===== src/rtl/mips_pkg.sv =====
// Shared definitions for the multicycle MIPS control path: opcodes, FSM state
// encoding and the select codes that the datapath and ALUControl decode.
package mips_pkg;

  localparam logic [5:0] OP_RTYPE = 6'b000000;
  localparam logic [5:0] OP_LW    = 6'b100011;
  localparam logic [5:0] OP_SW    = 6'b101011;
  localparam logic [5:0] OP_BEQ   = 6'b000100;
  localparam logic [5:0] OP_J     = 6'b000010;
  localparam logic [5:0] OP_ADDI  = 6'b001000;

  // The debug port exposes these values, so the encoding is frozen.
  typedef enum logic [3:0] {
    IDLE   = 4'd0,
    FETCH  = 4'd1,
    DECODE = 4'd2,
    MEMADR = 4'd3,
    MEMRD  = 4'd4,
    MEMWB  = 4'd5,
    MEMWR  = 4'd6,
    EXEC   = 4'd7,
    ALUWB  = 4'd8,
    BRANCH = 4'd9,
    JUMP   = 4'd10,
    ADDIEX = 4'd11,
    ADDIWB = 4'd12
  } state_t;

  localparam logic [1:0] ALUOP_ADD   = 2'b00;
  localparam logic [1:0] ALUOP_SUB   = 2'b01;
  localparam logic [1:0] ALUOP_FUNCT = 2'b10;

  localparam logic [1:0] SRCB_B      = 2'b00;
  localparam logic [1:0] SRCB_FOUR   = 2'b01;
  localparam logic [1:0] SRCB_IMM    = 2'b10;
  localparam logic [1:0] SRCB_IMM_SH = 2'b11;

  localparam logic [1:0] PCSRC_ALU    = 2'b00;
  localparam logic [1:0] PCSRC_ALUOUT = 2'b01;
  localparam logic [1:0] PCSRC_JUMP   = 2'b10;

  typedef struct packed {
    logic       pc_write;
    logic       pc_write_cond;
    logic       i_or_d;
    logic       mem_read;
    logic       mem_write;
    logic       ir_write;
    logic       mem_to_reg;
    logic       reg_dst;
    logic       reg_write;
    logic       alu_src_a;
    logic [1:0] alu_src_b;
    logic [1:0] alu_op;
    logic [1:0] pc_source;
  } ctrl_t;

endpackage


===== src/rtl/mips_multicycle_control_if.sv =====
// Control bundle between the main control FSM (master) and the datapath (slave).
interface mips_multicycle_control_if;
  import mips_pkg::*;

  logic [5:0] opcode;
  logic       PCWrite;
  logic       PCWriteCond;
  logic       IorD;
  logic       MemRead;
  logic       MemWrite;
  logic       IRWrite;
  logic       MemtoReg;
  logic       RegDst;
  logic       RegWrite;
  logic       ALUSrcA;
  logic [1:0] ALUSrcB;
  logic [1:0] ALUOp;
  logic [1:0] PCSource;
  logic       illegal;
  logic [3:0] state;

  modport master (
    input  opcode,
    output PCWrite, PCWriteCond, IorD, MemRead, MemWrite, IRWrite, MemtoReg,
           RegDst, RegWrite, ALUSrcA, ALUSrcB, ALUOp, PCSource, illegal, state
  );

  modport slave (
    output opcode,
    input  PCWrite, PCWriteCond, IorD, MemRead, MemWrite, IRWrite, MemtoReg,
           RegDst, RegWrite, ALUSrcA, ALUSrcB, ALUOp, PCSource, illegal, state
  );
endinterface


===== src/rtl/mips_control_decode.sv =====
// Moore output decoder: maps the current FSM state to every datapath control.
module mips_control_decode
  import mips_pkg::*;
(
  input  state_t state,
  output ctrl_t  ctrl
);

  always_comb begin
    // NOTE: the all-zero default ahead of the case keeps every field assigned on
    // every path, so no latch is inferred and unlisted controls stay inactive.
    ctrl = '0;
    case (state)
      FETCH: begin
        ctrl.mem_read  = 1'b1;
        ctrl.ir_write  = 1'b1;
        ctrl.pc_write  = 1'b1;
        ctrl.alu_src_b = SRCB_FOUR;
        ctrl.alu_op    = ALUOP_ADD;
        ctrl.pc_source = PCSRC_ALU;
      end
      DECODE: begin
        ctrl.alu_src_b = SRCB_IMM_SH;
        ctrl.alu_op    = ALUOP_ADD;
      end
      MEMADR, ADDIEX: begin
        ctrl.alu_src_a = 1'b1;
        ctrl.alu_src_b = SRCB_IMM;
        ctrl.alu_op    = ALUOP_ADD;
      end
      MEMRD: begin
        ctrl.mem_read = 1'b1;
        ctrl.i_or_d   = 1'b1;
      end
      MEMWB: begin
        ctrl.reg_write  = 1'b1;
        ctrl.mem_to_reg = 1'b1;
      end
      MEMWR: begin
        ctrl.mem_write = 1'b1;
        ctrl.i_or_d    = 1'b1;
      end
      EXEC: begin
        ctrl.alu_src_a = 1'b1;
        ctrl.alu_src_b = SRCB_B;
        ctrl.alu_op    = ALUOP_FUNCT;
      end
      ALUWB: begin
        ctrl.reg_write = 1'b1;
        ctrl.reg_dst   = 1'b1;
      end
      BRANCH: begin
        ctrl.alu_src_a     = 1'b1;
        ctrl.alu_op        = ALUOP_SUB;
        ctrl.pc_write_cond = 1'b1;
        ctrl.pc_source     = PCSRC_ALUOUT;
      end
      JUMP: begin
        ctrl.pc_write  = 1'b1;
        ctrl.pc_source = PCSRC_JUMP;
      end
      ADDIWB: ctrl.reg_write = 1'b1;
      default: ;
    endcase
  end

endmodule


===== src/rtl/mips_multicycle_control.sv =====
// Main control FSM of the multicycle MIPS: state register, opcode latch,
// next-state logic and sticky illegal-opcode flag; outputs come from the decoder.
module mips_multicycle_control
  import mips_pkg::*;
(
  input logic                        clk,
  input logic                        rst_n,
  mips_multicycle_control_if.master  bus
);

  state_t     state_q;
  logic [5:0] op_q;
  logic       illegal_q;
  ctrl_t      ctrl;

  // NOTE: state, latch and flag are all updated with non-blocking assignments so
  // every branch sees the pre-edge values, matching the registered hardware.
  always_ff @(posedge clk or negedge rst_n) begin
    if (!rst_n) begin
      state_q   <= IDLE;
      op_q      <= '0;
      illegal_q <= 1'b0;
    end else begin
      case (state_q)
        IDLE:   state_q <= FETCH;
        FETCH:  state_q <= DECODE;
        DECODE: begin
          op_q <= bus.opcode;
          case (bus.opcode)
            OP_LW, OP_SW: state_q <= MEMADR;
            OP_RTYPE:     state_q <= EXEC;
            OP_BEQ:       state_q <= BRANCH;
            OP_J:         state_q <= JUMP;
            OP_ADDI:      state_q <= ADDIEX;
            default: begin
              state_q   <= FETCH;
              illegal_q <= 1'b1;
            end
          endcase
        end
        // Later states look only at the copy taken in DECODE, not the live IR.
        MEMADR: state_q <= (op_q == OP_SW) ? MEMWR : MEMRD;
        MEMRD:  state_q <= MEMWB;
        EXEC:   state_q <= ALUWB;
        ADDIEX: state_q <= ADDIWB;
        default: state_q <= FETCH;
      endcase
    end
  end

  // Outputs decode the reset-cleared state directly, so asserting rst_n low
  // silences every strobe at once without waiting for a clock edge.
  mips_control_decode u_decode (
    .state (state_q),
    .ctrl  (ctrl)
  );

  assign bus.PCWrite     = ctrl.pc_write;
  assign bus.PCWriteCond = ctrl.pc_write_cond;
  assign bus.IorD        = ctrl.i_or_d;
  assign bus.MemRead     = ctrl.mem_read;
  assign bus.MemWrite    = ctrl.mem_write;
  assign bus.IRWrite     = ctrl.ir_write;
  assign bus.MemtoReg    = ctrl.mem_to_reg;
  assign bus.RegDst      = ctrl.reg_dst;
  assign bus.RegWrite    = ctrl.reg_write;
  assign bus.ALUSrcA     = ctrl.alu_src_a;
  assign bus.ALUSrcB     = ctrl.alu_src_b;
  assign bus.ALUOp       = ctrl.alu_op;
  assign bus.PCSource    = ctrl.pc_source;
  assign bus.illegal     = illegal_q;
  assign bus.state       = state_q;

endmodule

===== src/flat_wrapper.sv =====
// flat-port wrapper written by rule: the top's interface ports become plain ports
module mips_multicycle_control_flat import mips_pkg::*;
  (clk, rst_n, bus_opcode, bus_PCWrite, bus_PCWriteCond, bus_IorD, bus_MemRead, bus_MemWrite, bus_IRWrite, bus_MemtoReg, bus_RegDst, bus_RegWrite, bus_ALUSrcA, bus_ALUSrcB, bus_ALUOp, bus_PCSource, bus_illegal, bus_state);
  mips_multicycle_control_if bus_i ();
  input logic clk;
  input logic rst_n;
  input wire logic [$bits(bus_i.opcode)-1:0] bus_opcode;
  output wire logic [$bits(bus_i.PCWrite)-1:0] bus_PCWrite;
  output wire logic [$bits(bus_i.PCWriteCond)-1:0] bus_PCWriteCond;
  output wire logic [$bits(bus_i.IorD)-1:0] bus_IorD;
  output wire logic [$bits(bus_i.MemRead)-1:0] bus_MemRead;
  output wire logic [$bits(bus_i.MemWrite)-1:0] bus_MemWrite;
  output wire logic [$bits(bus_i.IRWrite)-1:0] bus_IRWrite;
  output wire logic [$bits(bus_i.MemtoReg)-1:0] bus_MemtoReg;
  output wire logic [$bits(bus_i.RegDst)-1:0] bus_RegDst;
  output wire logic [$bits(bus_i.RegWrite)-1:0] bus_RegWrite;
  output wire logic [$bits(bus_i.ALUSrcA)-1:0] bus_ALUSrcA;
  output wire logic [$bits(bus_i.ALUSrcB)-1:0] bus_ALUSrcB;
  output wire logic [$bits(bus_i.ALUOp)-1:0] bus_ALUOp;
  output wire logic [$bits(bus_i.PCSource)-1:0] bus_PCSource;
  output wire logic [$bits(bus_i.illegal)-1:0] bus_illegal;
  output wire logic [$bits(bus_i.state)-1:0] bus_state;
  assign bus_i.opcode = bus_opcode;
  assign bus_PCWrite = bus_i.PCWrite;
  assign bus_PCWriteCond = bus_i.PCWriteCond;
  assign bus_IorD = bus_i.IorD;
  assign bus_MemRead = bus_i.MemRead;
  assign bus_MemWrite = bus_i.MemWrite;
  assign bus_IRWrite = bus_i.IRWrite;
  assign bus_MemtoReg = bus_i.MemtoReg;
  assign bus_RegDst = bus_i.RegDst;
  assign bus_RegWrite = bus_i.RegWrite;
  assign bus_ALUSrcA = bus_i.ALUSrcA;
  assign bus_ALUSrcB = bus_i.ALUSrcB;
  assign bus_ALUOp = bus_i.ALUOp;
  assign bus_PCSource = bus_i.PCSource;
  assign bus_illegal = bus_i.illegal;
  assign bus_state = bus_i.state;
  mips_multicycle_control u_core (.clk(clk), .rst_n(rst_n), .bus(bus_i));
endmodule

===== config.mk =====
export PLATFORM = sky130hd
export DESIGN_NAME = mips_multicycle_control_flat
export DESIGN_NICKNAME = d
export VERILOG_FILES = /design/src/rtl/mips_pkg.sv /design/src/rtl/mips_multicycle_control_if.sv /design/src/rtl/mips_control_decode.sv /design/src/rtl/mips_multicycle_control.sv /design/src/flat_wrapper.sv
export SDC_FILE = /design/constraint.sdc
export NUM_CORES = 1
export LEC_CHECK = 0
export ABC_AREA = 1
export CORE_UTILIZATION = 28
export DETAILED_ROUTE_END_ITERATION = 12
export PLACE_DENSITY = 0.52
export SYNTH_ARGS = -nofsm -noshare
export SYNTH_HDL_FRONTEND = slang
export SYNTH_HIERARCHICAL = 1
export SYNTH_SLANG_ARGS = --single-unit

===== constraint.sdc =====
create_clock -name clk -period 2 [get_ports clk]
set_input_delay 0.5 -clock clk [delete_from_list [all_inputs] [get_ports clk]]
set_output_delay 0.5 -clock clk [all_outputs]
set_load 0.02 [all_outputs]

==> results list, run 1 <==
- Synthesis produced a netlist whose cell count is 123.
* TritonCTS clock tree: yes
- Total placed cells including tap cells: approximately 180
- Setup_tns: 0 ns
- Initial Util: approximately 30%
- Most common cell after layout, fill and taps aside: nand2_1
* Number of synthesized register bits: 11
- The longest clock path from root to sink contains 2 buffers.
- Crit path DAT: between 1 and 1.5 ns
* Cell with the most instances on the worst path: nor2_1
* Synth Area in Simple Gates: about 45%
- Summed over all layers, the global routing overflow is 0.
- Highest cell delay on the worst timing path: ~0.46 ns
- CP Cell Sequence: nor2_1 -> nand2_1 -> nor2_1 -> dlygate4sd2_1
* Placer's final routability congestion estimate: approximately 0.80
- Required arrival time at the worst endpoint: 1.50 ns
* Critical path type: reg2out
- Area of all placed cells without fillers: between 1000 and 1500 sq um
* Wire length of the first global-routing pass: between 3 and 4 mm
- Xor/xnor share of the synthesized area: 0%
- The first detailed-routing pass took 4 iterations.
- Setup violations remaining at the end of the flow were counted as 0.
* F_max: around 520 MHz
* HP Class: reg2reg
- Number of placed I/O pins: 29
- Final hold vios: 0
* Number of max-cap violations: 0
* Antenna violation net count after detailed routing: 0
- Height of the die: about 55 um
* Number of buffer cells added on primary ports: 28
- The worst pin sits at a relative slew slack of between 60% and 70%.
- Clock tree synthesis found a total of 11 sinks.
- In the synthesized netlist, mux cells make up 0% of the area.
* Master cell of the clock root buffer: clkbuf_4
- Portion of the post-synthesis area used by sequential elements: a little over a third
- In this run the static leakage power is between 0.6 and 0.7 nW.
* Via count: ~840
- Compared with the post-synthesis result, the final layout area differs by 42.65%.
* Worst Setup SP: u_core/bus.state[0]$_DFF_PN0_
* Top delay family on crit path: flip-flops
- Worst-path cell with the longest stage delay: dfrtp_2
* Row count: 18
- Counting every net in the synthesized netlist gives 131.
* Placeable core area: roughly 2600 sq um
- Placed Area: roughly 1100 sq um
- The floorplan step defined a die boundary enclosing 3045 sq um.
* Initial antenna violation count: 0
- The floorplan step set the die width to approximately 55 um.
- The number of setup buffers added after CTS is 0.
- Number of CTS-inserted buffers: 3
* Skew final: between 0.003 and 0.004 ns
- In the final routed layout, each cell accounts on average for 10.12 um.
* Critical-path maximum fanout: 7
* Final critical delay including setup and external delays: between 1.5 and 2 ns
* H-tree level count: 1
- Dividing total power by cell area gives a power density of around 1300 nW/um^2.
* Count of synthesis-stage warnings from yosys: 6
- The synthesized netlist devotes around 8% of its cell area to compound gates.
- Adder-Cell Fraction of Synth Area: 0%
* Post-synthesis cell area: approximately 800 sq um
- The library cells used most frequently in the layout, excluding fill and tap cells, are 35 x nand2_1, 20 x nor2_1, 17 x inv_1.
* Non-filler instance count after layout: 187
- Average via count per standard cell: around 4.5
- The worst hold path begins at u_core/op_q[4]$_DFFE_PN0P_.
- Worst path buffer plus inverter count: 1
- At the pin with the least slew margin, the transition time is 0.4924 ns.
* Setup repair after global routing missed its margin: no
- The worst setup path is launched from a register.
- Vias in the first global route: about 770
- The flow ran to the end, and the final reports show no timing, DRC or antenna violations.
- The worst-case IR drop observed on VDD is roughly 0.7 mV.
- Count of unique library cells instantiated by Yosys: 18
- Each instance of the synthesized netlist takes up on average approximately 6.4 sq um.
- After clock tree synthesis, the clock-pin slew on the worst setup and hold paths is roughly 0.07 ns.
* Startpoint of the worst register-to-register path: u_core/bus.state[2]$_DFF_PN0_
- Cells with a size suffix above 1 make up approximately 17% of the layout.
- Diodes inserted: 0
- After the first detailed-routing iteration, the DRC count stood at 16.
* Combinational family with the most area after synthesis: simple AND/OR/NAND/NOR gates
- Final HPWL from detailed placement: 1.558 mm
- Total Wirelength: 1.893 mm
- Drt drc: 0
- Nets@finish: ~170
- Overall track demand over capacity in global routing: roughly 15%
- Entering global routing, the biggest net connects 12 pins.
- Share of the cycle needed by the critical path after routing: 95.54%
- Kind of end point of the critical path: output pin
- The clock reaches the later pin of the worst-skew pair after ~0.26 ns.
- Max-slew violations: 0
-- final cells by class --
cell class / instances / area [sq um]
Multi-Input combinational cell: 90 / 421.7
Clock buffer: 4 / 26.28
Tap cell: 30 / 37.54
Fill cell: 281 / 1438
Inverter: 20 / 80.08
Timing Repair Buffer: 32 / 284.0
Sequential cell: 11 / 280.3
-- synth_stat cells --
| cell | count | area share (%) |
|---|---|---|
| nand2_1 | 35 | 17 |
| and2_1 | 2 | 1.6 |
| a21oi_1 | 2 | 1.3 |
| o21ai_1 | 3 | 1.9 |
| nand4_1 | 1 | 0.79 |
| inv_1 | 17 | 8.1 |
| nor2_1 | 20 | 9.5 |
| nor2_2 | 3 | 2.4 |
| nand3_1 | 15 | 9.5 |
| buf_4 | 2 | 1.9 |
| dfrtp_1 | 11 | 35 |
| inv_2 | 2 | 0.95 |
| o21ai_0 | 2 | 1.3 |
| o21bai_2 | 1 | 1.4 |
| inv_6 | 1 | 1.1 |
| nand2_2 | 3 | 2.4 |
| nor2_8 | 1 | 2.5 |
| o21ai_2 | 2 | 2.2 |
-- per-layer routing --
metal	track usage [%]	wire length [um]	up-vias
met5	0	0	-
met4	6.250	29	0
met3	4.918	85	4
met2	24.30	875	18
met1	18.32	902	374
li1	-	-	447
-- registers in the layout (all words and copies together) (netlist names) --
name	cells
u_core/op_q	6
u_core/bus.illegal	1
u_core/bus.state	4
-- tightest hold or removal path, delay by kind of cell (launching register included) --
kind | cells | cell delay [ns]
DFF | 1 | 0.35
and+or+nand+nor | 2 | 0.11
-- cell families (layout without fill, tap and decap cells) --
kind of cell,after synthesis,in the layout
AO/OA/AOI/OAI,10,10
buffers and inverters,22,56
flip-flops,11,11
AND/OR/NAND/NOR,80,80
-- per-stage QoR --
step                power, mW  hold WS, ns  setup WS (ns)  utilization, %
floorplan               1.015       0.2044         0.2793               -
global placement        1.426       0.4655        0.04223           43.81
detailed placement      1.431       0.4681        0.06094           43.81
CTS                     1.516       0.4851        0.07350           44.25
global route            1.646       0.5161      0.0003408           44.01
finish                  1.494       0.4840        0.08913           44.01
-- report_power, final --
part / switching (mW) / internal [mW]
Sequential: 0.0924 / 0.320
Combinational: 0.566 / 0.368
Clock: 0.0712 / 0.0771
-- timing repair --
| item | in CTS | in global routing |
|---|---|---|
| hold buffers | 0 | 0 |
| endpoints found under the setup margin | 16 | 3 |
| resized for setup | 20 | 6 |
-- worst paths after layout --
kind                                                   to  slack, ns  cells past startpoint
min in group asynchronous  u_core/bus.illegal$_DFFE_PN0P_       0.56                      1
max                                            bus_RegDst       0.09                      4
max in group asynchronous   u_core/bus.state[3]$_DFF_PN0_       1.08                      1
min                            u_core/op_q[4]$_DFFE_PN0P_       0.48                      2
max reg2reg                    u_core/op_q[1]$_DFFE_PN0P_       0.68                      7
min reg2reg                    u_core/op_q[4]$_DFFE_PN0P_       0.48                      2
Note: power is estimated with default switching activity, not from simulation.
==> run 2, diff against run 1 <==
==> constraint.sdc (replaced) <==
create_clock -name clk -period 2.2 [get_ports clk]
set_input_delay 0.55 -clock clk [delete_from_list [all_inputs] [get_ports clk]]
set_output_delay 0.55 -clock clk [all_outputs]
set_load 0.02 [all_outputs]
==> run 2 against run 1 <==
- combinational power down 7.4%
- register-to-register slack improved by 0.21 ns
- final cell count did not move
- power down 8.0%
- worst setup slack better by 0.11 ns
- first-iteration DRC count shrank 13%
- sequential power fell by 8.5%
- flip-flop and latch count is the same
- critical path depth decreased by 2
==> results list, run 2 (synthesis gave the netlist of run 1 again) <==
* Total die area: just over 3000 sq um
- The library cells used most frequently in the layout, excluding fill and tap cells, are 35 x nand2_1, 20 x nor2_1, 17 x inv_1.
- Pre-Repair DR Iteration Count: 6
- Drt drc: 0
* Flip-flop count of the largest register after layout: 6
* Most crowded layer after global routing: met2
- In the final timing run, aggregate negative setup slack is 0 ns.
- Max-cap violations in this run came to 0.
* Nets@finish: around 170
* Fraction of layout cells with a size suffix above 1: between 10% and 20%
* Placeable core area: 2567 sq um
- Final hold vios: 0
- CTS built an H-tree with a depth of 1.
- Entering global routing, the biggest net connects 12 pins.
- Worst Setup SP: u_core/bus.state[0]$_DFF_PN0_
- STA classifies the critical path startpoint as a register.
* Top reg by flops: u_core/op_q
* Number of cells on the worst reg-to-reg path: 7
* Antenna violation net count after detailed routing: 0
- Height of the die: roughly 55 um
* Result of the run: complete, no violations
* Worst hold slack across all endpoints: 0.4764 ns
- Average via count per standard cell: about 4.4
* Kind of end point of the critical path: output pin
* Static leakage power: 0.7294 nW
- In the global route stage, overall resource usage came out at roughly 15%.
* Initial antenna violation count: 0
- Setup repair after global routing missed its margin: no
- Max-slew headroom at the worst pin: between 60% and 70%
* TritonCTS clock tree: yes
* Vias in the first global route: about 740
* Placer's final routability congestion estimate: about 0.8
* HP Class: reg2reg
* GRT Residual Overflow: 0
- The routed layout has ~820 vias.
- Met3 demand-to-capacity share in global routing: under 10%
- Along the worst hold path, the cell count comes to 1.
* Maximum count of clock buffers along a single path: 2
- At the pin with the least slew margin, the transition time is 0.5173 ns.
- Total Wirelength: around 1.9 mm
- Diodes inserted: 0
- Clock sinks: 11
- Across the VDD grid, the largest voltage drop is between 0.6 and 0.7 mV.
- For this run, global-route usage on met1 was measured as 19.40%.
* Most common cell after layout, fill and taps aside: nand2_1
- The worst path uses approximately nine tenths of the clock period.
- The detailed router finished its first iteration with 14 violations.
* Crit path DAT: 1.45 ns
* Final critical delay including setup and external delays: between 1.5 and 2 ns
* Clock Latency Late Sink: 0.26 ns
- In this run the count of I/O pins placed on the die edge is 29.
- Met2 Usage GRT: between 20% and 30%
- Wire length of the first global-routing pass: approximately 3.2 mm
- Final setup fails: 0
- Clock-pin slew was measured on the worst setup and hold paths at roughly 0.070 ns.
- The tree is rooted in a clkbuf_4.
* Max-slew violations: 0
* Skew final: between 0.0003 and 0.0004 ns
* Final HPWL from detailed placement: around 1.5 mm
- The area growth from synthesis to layout is 46.29%.
* Drt wl/cell: between 10 and 15 um
* Row count: 18
- Input and output buffers added on the ports amount to 28.
* F_max: approximately 500 MHz
* Required arrival time at the worst endpoint: between 1.5 and 2 ns
- For this configuration, the core starts out at a cell density of 30.85%.
* Number of CTS-inserted buffers: 3
* Startpoint of the lowest-slack hold path: u_core/bus.illegal$_DFFE_PN0P_
- Critical path type: reg2out
- Die width: 55.19 um
- P per Cell Area: roughly 1200 nW/um^2
- Startpoint of the worst register-to-register path: u_core/bus.state[2]$_DFF_PN0_
- Critical-path maximum fanout: 6
run 2: cell count changes in the layout (fill, tap and decap cells not counted):
| cell | change |
|---|---|
| clkdlybuf4s15_1 | -1 |
| clkbuf_2 | -2 |
| dlymetal6s2s_1 | +6 |
| dlygate4sd2_1 | -3 |
run 2: timing repair:
| action | CTS | global route |
|---|---|---|
| hold buffers | 0 | 0 |
| buffers inserted | 2 | 0 |
| gates cloned | 0 | 0 |
| pin swaps | 0 | 0 |
| gates resized for setup | 14 | 6 |
| setup endpoints to repair | 16 | 6 |
run 2: area by class of cell:
cell class	count	area, sq um
clock buffers	4	26.28
fillers	280	1409
inverters	20	80.08
multi-input cells	90	421.7
flip-flops and latches	11	280.3
well taps	30	37.54
repair buffers	32	312.8
run 2: per-layer routing:
metal | up-vias | routed length (um)
li1 | 449 | -
met1 | 355 | 924
met2 | 18 | 871
met3 | 2 | 74
met4 | 0 | 20
met5 | - | 0
run 2: power breakdown:
| part | internal, mW | leakage [nW] | switching (mW) |
|---|---|---|---|
| clock | 0.0700 | 0.0150 | 0.0639 |
| combinational | 0.352 | 0.586 | 0.513 |
| sequential | 0.291 | 0.129 | 0.0863 |
run 2: final timing paths:
kind	end	slack, ns
worst min register to register	u_core/bus.illegal$_DFFE_PN0P_	0.48
worst max-delay path	bus_state[0]	0.20
worst max register to register	u_core/op_q[1]$_DFFE_PN0P_	0.89
min in group asynchronous	u_core/op_q[5]$_DFFE_PN0P_	0.63
max in group asynchronous	u_core/bus.state[2]$_DFF_PN0_	1.20
worst min-delay path	u_core/bus.illegal$_DFFE_PN0P_	0.48
run 2: metrics by stage:
step / worst slack (ns) / cells / instance area, sq um / total power, mW / util (%)
CTS: 0.001143 / 187 / 1144 / 1.398 / 44.54
global placement: 0.1197 / 181 / 1110 / 1.288 / 43.23
global route: 0.08553 / 187 / 1159 / 1.524 / 45.13
finish: 0.2034 / 187 / 1159 / 1.376 / 45.13
floorplan: 0.4293 / 123 / 792.0 / 0.9226 / -
detailed placement: 0.1248 / 181 / 1110 / 1.294 / 43.23
run 2: critical path, cell delays in order, from the launching register on:
cell	delay, ns
dfrtp_2	0.43
buf_4	0.15
clkdlybuf4s50_1	0.61
